File: src/rtl/interrupt_controller_pkg.sv
// Shared definitions for the interrupt controller: register offsets,
// handshake state encoding and STATUS bit positions.
package interrupt_controller_pkg;

    localparam logic [7:0] OFF_ENABLE    = 8'd0;
    localparam logic [7:0] OFF_PENDING   = 8'd1;
    localparam logic [7:0] OFF_STATUS    = 8'd2;
    localparam logic [7:0] OFF_CONTROL   = 8'd3;
    localparam logic [7:0] OFF_ACK_COUNT = 8'd4;

    localparam int STATUS_IN_SERVICE_BIT = 7;
    localparam int STATUS_IRQ_BIT        = 6;

    typedef enum logic [1:0] {
        IDLE    = 2'd0,
        REQ     = 2'd1,
        SERVICE = 2'd2
    } state_t;

endpackage

File: src/rtl/interrupt_controller_priority_encoder8.sv
// Fixed-priority encoder: reports the lowest set request bit (bit0 wins).
module priority_encoder8 (
    input  logic [7:0] request,
    output logic [2:0] index,
    output logic       valid
);

    always_comb begin
        index = 3'd0;
        valid = |request;
        // Scan downward so the lowest set bit is the last to assign.
        for (int i = 7; i >= 0; i--) begin
            if (request[i]) begin
                index = 3'(i);
            end
        end
    end

endmodule

File: src/rtl/interrupt_controller.sv
// Eight-source interrupt controller with irq/ack/reti handshake and an
// 8-bit I/O register window (ENABLE, PENDING, STATUS, CONTROL, ACK_COUNT).
module interrupt_controller
    import interrupt_controller_pkg::*;
#(
    parameter logic [7:0] INTERRUPT_CONTROLLER_ADDRESS = 8'h00
) (
    input  logic       clk,
    input  logic       rst,
    input  logic [7:0] din,
    input  logic [7:0] address,
    input  logic       w_en,
    input  logic       r_en,
    output logic [7:0] dout,
    input  logic [7:0] src_flag,
    output logic [7:0] src_clr,
    output logic       irq,
    output logic [2:0] irq_vector,
    input  logic       irq_ack,
    input  logic       reti
);

    state_t     state_reg, state_next;
    logic       irq_reg, irq_next;
    logic [2:0] irq_vector_reg, irq_vector_next;
    logic [7:0] enable_reg, control_reg, ack_count_reg;
    logic [7:0] src_clr_reg, dout_reg;

    logic [7:0] offset;
    logic [7:0] pend;
    logic [2:0] win_index;
    logic       win_valid;
    logic       ack_take;
    logic [7:0] ack_clr;
    logic [7:0] read_data;
    logic       wr_enable, wr_pending, wr_control, wr_ack_count;

    assign offset       = address - INTERRUPT_CONTROLLER_ADDRESS;
    assign wr_enable    = w_en && (offset == OFF_ENABLE);
    assign wr_pending   = w_en && (offset == OFF_PENDING);
    assign wr_control   = w_en && (offset == OFF_CONTROL);
    assign wr_ack_count = w_en && (offset == OFF_ACK_COUNT);

    assign pend = src_flag & enable_reg;

    priority_encoder8 u_prio (
        .request (pend),
        .index   (win_index),
        .valid   (win_valid)
    );

    // Ack-generated clear pulse targets only the source being acknowledged.
    generate
        for (genvar gi = 0; gi < 8; gi++) begin : g_ack_clr
            assign ack_clr[gi] = ack_take && (irq_vector_reg == 3'(gi));
        end
    endgenerate

    always_comb begin
        state_next      = state_reg;
        irq_next        = irq_reg;
        irq_vector_next = irq_vector_reg;
        ack_take        = 1'b0;
        case (state_reg)
            IDLE: begin
                if (control_reg[0] && win_valid) begin
                    irq_vector_next = win_index;
                    irq_next        = 1'b1;
                    state_next      = REQ;
                end
            end
            REQ: begin
                // An ack beats a simultaneous withdrawal condition.
                if (irq_ack) begin
                    ack_take   = 1'b1;
                    irq_next   = 1'b0;
                    state_next = SERVICE;
                end else if (!pend[irq_vector_reg] || !control_reg[0]) begin
                    irq_next   = 1'b0;
                    state_next = IDLE;
                end
            end
            SERVICE: begin
                irq_next = 1'b0;
                if (reti) begin
                    state_next = IDLE;
                end
            end
            default: begin
                irq_next   = 1'b0;
                state_next = IDLE;
            end
        endcase
    end

    always_comb begin
        read_data = 8'h00;
        case (offset)
            OFF_ENABLE:    read_data = enable_reg;
            OFF_PENDING:   read_data = pend;
            OFF_STATUS: begin
                read_data[STATUS_IN_SERVICE_BIT] = (state_reg == SERVICE);
                read_data[STATUS_IRQ_BIT]        = irq_reg;
                read_data[2:0]                   = irq_vector_reg;
            end
            OFF_CONTROL:   read_data = control_reg;
            OFF_ACK_COUNT: read_data = ack_count_reg;
            default:       read_data = 8'h00;
        endcase
    end

    always_ff @(posedge clk) begin
        if (rst) begin
            state_reg      <= IDLE;
            irq_reg        <= 1'b0;
            irq_vector_reg <= 3'd0;
            enable_reg     <= 8'h00;
            control_reg    <= 8'h00;
            ack_count_reg  <= 8'h00;
            src_clr_reg    <= 8'h00;
            dout_reg       <= 8'h00;
        end else begin
            state_reg      <= state_next;
            irq_reg        <= irq_next;
            irq_vector_reg <= irq_vector_next;
            src_clr_reg    <= (wr_pending ? din : 8'h00) | ack_clr;
            if (wr_enable) begin
                enable_reg <= din;
            end
            if (wr_control) begin
                control_reg <= din;
            end
            // A write-clear takes precedence over a same-cycle increment.
            if (wr_ack_count) begin
                ack_count_reg <= 8'h00;
            end else if (ack_take && (ack_count_reg != 8'hFF)) begin
                ack_count_reg <= ack_count_reg + 8'd1;
            end
            if (r_en) begin
                dout_reg <= read_data;
            end
        end
    end

    assign dout       = dout_reg;
    assign src_clr    = src_clr_reg;
    assign irq        = irq_reg;
    assign irq_vector = irq_vector_reg;

endmodule

File: config.mk
export PLATFORM = sky130hd
export DESIGN_NAME = interrupt_controller
export DESIGN_NICKNAME = d
export VERILOG_FILES = /design/src/rtl/interrupt_controller_pkg.sv /design/src/rtl/interrupt_controller_priority_encoder8.sv /design/src/rtl/interrupt_controller.sv
export SDC_FILE = /design/constraint.sdc
export NUM_CORES = 1
export LEC_CHECK = 0
export CAP_MARGIN = 20
export CORE_AREA = 2 2 71 73
export CTS_BUF_LIST = sky130_fd_sc_hd__clkbuf_8
export DETAILED_ROUTE_END_ITERATION = 10
export DIE_AREA = 0 0 73 75
export PLACE_DENSITY = 0.8
export SLEW_MARGIN = 20
export SYNTH_ARGS = -nofsm -noshare
export SYNTH_HDL_FRONTEND = slang
export SYNTH_HIERARCHICAL = 1
export SYNTH_SLANG_ARGS = --single-unit
File: constraint.sdc
create_clock -name clk -period 2 [get_ports clk]
set_clock_uncertainty 0.2 [all_clocks]
set_input_delay 0.4 -clock clk [delete_from_list [all_inputs] [get_ports clk]]
set_output_delay 0.4 -clock clk [all_outputs]
set_load 0.03 [all_outputs]
# == Word level (Yosys, flattened, before mapping) ==
# Cells that the tools add are included.
# word_totals
wordCells,79
register_bits,46
input_bits,30
# classes
add_sub_neg,1
n_reduce_logical,25
n_lt_le_gt_ge,1
muxes,25
bitwise_logic,2
eq_ne,17
# op_table
operator,n
3-bit two-way mux,8
"8-bit by 2-bit == test with 1-bit output, second input constant",2
3-bit one-hot mux with 5 select lines,1
1-bit logical AND,14
"3-bit == test, second input constant",4
3-bit one-hot mux with 4 select lines,1
2-bit one-hot mux with 5 select lines,1
"8-bit by 1-bit adder with 8-bit output, second input constant",1
8-bit bitwise AND,1
"8-bit by 1-bit == test with 1-bit output, second input constant",1
"8-bit by 3-bit == test with 1-bit output, second input constant",1
8-bit logical NOT,1
2-bit two-way mux,4
8-bit two-way mux,1
"8-bit inequality test, second input constant",1
8-bit bitwise OR,1
8-bit OR reduction,1
"3-bit by 2-bit == test with 1-bit output, second input constant",2
1-bit two-way mux,6
2-bit one-hot mux with 3 select lines,1
"3-bit by 4-bit < comparator with 1-bit output, second input constant",1
"2-bit inequality test, second input constant",2
2-bit AND reduction,2
1-bit binary-select mux with 3-bit select,1
11 further kinds,12

# == Logic depth before layout (Yosys ltp) ==
# depth
word_depth,9
depth_mapped,8

# == By module ==
# The synthesis kept the hierarchy.
# by_module_without_submodules
mod,seq_area_each_um2,cells_each,area_per_inst_um2,instances
interrupt_controller,920.9,263,2334.7,1
priority_encoder8,0.0,13,81.3,1

# == Worst setup path before layout ==
# No wires, ideal clock.
# synth_path
kind,input-to-reg
startpoint,input port address[4]
endpoint,"register dout_reg[2], in the netlist dout[2]"
path_buffers,0
arrival_time_ps,1528
stages,4
setup_slack_ps,181
cell_sequence,or4_4 -> nor4_4 -> nand2_1 -> a311oi_1
# synth_between
elab_chain_len,2
# synth_rtl
item,line_no,rtl
start: declaration,interrupt_controller.sv:11,"input logic [7:0] address,"
"8-bit by 3-bit == test with 1-bit output, or another cell as far along",interrupt_controller.sv:98,case (offset)
3-bit one-hot mux with 5 select lines (*),interrupt_controller.sv:98,
end signal: assignment,interrupt_controller.sv:140,dout_reg <= read_data;
end: declaration,interrupt_controller.sv:27,"logic [7:0] src_clr_reg, dout_reg;"
# Mark *: on every way between the ends. The rest lies on a longest branch, timed or not.
# A chain may end at the register's enable or synchronous reset.

# == Worst setup path after layout ==
# layout_path
startpoint,"register irq_reg, in the netlist irq"
endpoint,output port irq
# layout_lines
item,line_no,rtl
start: declaration,interrupt_controller.sv:24,"logic irq_reg, irq_next;"
start signal: assignment,interrupt_controller.sv:124,irq_reg <= irq_next;
end: declaration,interrupt_controller.sv:17,"output logic irq,"
# No word-level cell between the ends.

==> metrics.cfg <==
[pwr]
peakVddDrop_mv = 0.293
p_per_area_nw_per_um2 = 552
finalPower_w = 0.00179
power_leakage_nw = 1.37

[sta]
max_freq_mhz = 510
fin_crit_sh = 0.981
setup_violations = 0
slew_headroom = 0.733
fin_crit_ns = 1.96
rsz0062_at_grt = no
worst_slew_pin_slew_ns = 0.400
final_hold_viol_count = 0
slew_viol_final = 0
fin_setup_tns_ns = 0

[critical_path]
critPathKind = reg -> out
crit_required_ns = 1.40
crit_fanout = 3
path_delay_family = buffers and inverters
r2r_start = ack_count_reg[0]$_SDFFE_PP0P_
start_kind = flip-flop
cp-end-kind = primary output
arrival_ns = 1.36
max_stage_delay_ns = 0.68
worst-path-buf-inv = 1
crit_path_top_delay_cell = clkdlybuf4s50_1
critical_path.cell_chain = clkdlybuf4s50_1
cp-startpoint = irq$_SDFFE_PP0P_

[placement]
hpwl_um = 4850
placed_cell_area_um2 = 3110
dp.cells = 394
gp_congestion = 0.901
port_buffers = 49

[synthesis]
ys_types = 56
synth_compound_area_frac = 0.153
syn_area_um2 = 2420
synth-simple-area-share = 0.276
synth_xor_area_frac = 0.0145
synthTopCellsByArea = dfxtp_1 (38%), mux2i_1 (9.9%), nor2_1 (8.1%), nand2_1 (2.8%), clkbuf_8 (2.3%)
seq_area_frac_synth = 0.381
synth-edff-count = 0
synth_ff_type = dfxtp_1
synth_fa_ha_area_frac = 0.00518
synth_area_leader_cell = dfxtp_1
ys_warn_count = 6
synth-seq-cells = 46
synth_nets = 307
synthArstFlopShare = 0
synthCells = 276
synth_top_family_by_area = simple AND/OR/NAND/NOR gates
synth.avg_cell_area_um2 = 8.75
synth_top_area_share = 0.381
synthMuxAreaShare = 0.113

[die]
core_um2 = 4660
pin_count = 50
initial_core_util = 0.518
rows = 25
die_y_um = 75
dieArea_um2 = 5480
die_w_um = 73

[final_layout]
antenna_cells = 0
layout.cells.most_common = nor2_1
drive_gt1_frac = 0.135
final_cell_count_no_fill = 402
final_area_um2 = 3240
layout_common_cells = nor2_1 (52), dfxtp_1 (46), clkdlybuf4s50_1 (44)
area_growth_pct = 34.3
fin_util = 0.696
nets = 378

[clock_tree]
cts_root_buffer = clkbuf_8
clock_latency_ns = 0.30
cts_sinks = 46
holdBufCountCts = 0
cts.htree.levels = 2
clk_path_buf_depth = 2
cts_tree = done
clk_pin_slew_ns = 0.09
cts_buffers = 5

[grt]
grt_max_degree = 36
track_usage = 0.250
grt.overflow.total = 0
grt_pass1_wl_um = 10500
antenna_found_initial = 0
grt_pass1_vias = 2153

[run_status]
status = finished clean

[run]
max-cap-violations = 0

[routing]
wl_per_cell_um = 15.9
first_pass_iters = 4
drt_iter0_drc = 143
drt-total-wl_um = 6410
drt.antenna.violating_nets = 0
drc = 0
via_per_inst = 5.66
vias = 2275

[hold_path]
hold_start = dout[4]$_SDFFE_PP0P_
min_path_type = reg -> reg

==> worst paths after layout <==
check / end / slack, ns / depth (start not counted)
min reg2reg: dout[4]$_SDFFE_PP0P_ / 0.28 / 1
max: irq / 0.04 / 1
min: dout[4]$_SDFFE_PP0P_ / 0.28 / 1
max reg2reg: ack_count_reg[6]$_SDFFE_PP0P_ / 0.26 / 5
==> worst reg2reg max path, cell delays in order, from the launching register on <==
cell and delay [ns]:
dfxtp_1 0.41, ha_1 0.26, nand4b_1 0.21, nor3_1 0.33
nor2_1 0.07, a211oi_1 0.19
==> power by group <==
group | internal [W] | switching (W) | total (W)
logic | 0.0000904 | 0.0000824 | 0.000173
registers | 0.000919 | 0.00000220 | 0.000921
clock network | 0.000368 | 0.000327 | 0.000695
total | 0.00138 | 0.000412 | 0.00179
==> cell usage after synthesis (all sizes together) (2+ instances only) <==
cell and number:
a211oi 3, a21oi 10, a22o 3, a22oi 6
a311oi 5, a31oi 3, a32oi 5, a41o 2
and2 7, and3 3, and3b 3, and4 2
buf 2, clkbuf 12, dfxtp 46, inv 8
mux2i 24, nand2 18, nand2b 5, nand3b 6
nand4 2, nand4b 3, nor2 53, nor2b 5
nor3 2, nor3b 2, nor4 3, o21ai 9
xnor2 2, xor2 2
==> cells by family (layout without fill, tap and decap cells) <==
family                   Yosys count  after routing
AND/OR/NAND/NOR                  123            123
AO/OA/AOI/OAI                     53             53
flip-flops                        46             46
multiplexers                      26             26
buffers and inverters             23             95
XOR/XNOR                           4              4
adder cells (fa/ha/maj)            1              1
==> per-layer routing <==
metal,vias up,track usage,part of all wire
met5,-,0,0
met3,18,0.0415,0.055
met2,77,0.402,0.45
met4,0,0.0988,0.029
met1,1046,0.338,0.46
li1,1134,-,-
==> what timing repair did <==
action                                 CTS  global route
endpoints found under the hold margin    0             0
resized for setup                        0             9
setup endpoints to repair                4            18
setup buffers                            0             0
pin swaps                                1             5
gates cloned                             0             0
==> per-stage QoR <==
| stage | worst slack, ns | hold WS (ns) |
|---|---|---|
| finish | 0.0380 | 0.284 |
| global route | 0.0125 | 0.294 |
| CTS | 0.00521 | 0.287 |
| detailed placement | -0.347 | 0.267 |
| global placement | -0.321 | 0.264 |
| floorplan | 0.181 | 0.255 |
==> layout make-up <==
class / instances / area, µm²
clock buffer: 5 / 68.8
clock inverter: 3 / 41.3
fill: 376 / 1420
inverter: 8 / 30.0
multi-input combinational: 207 / 1380
sequential: 46 / 921
tap: 54 / 67.6
timing repair buffer: 79 / 741
(Power assumes the default switching activity.)
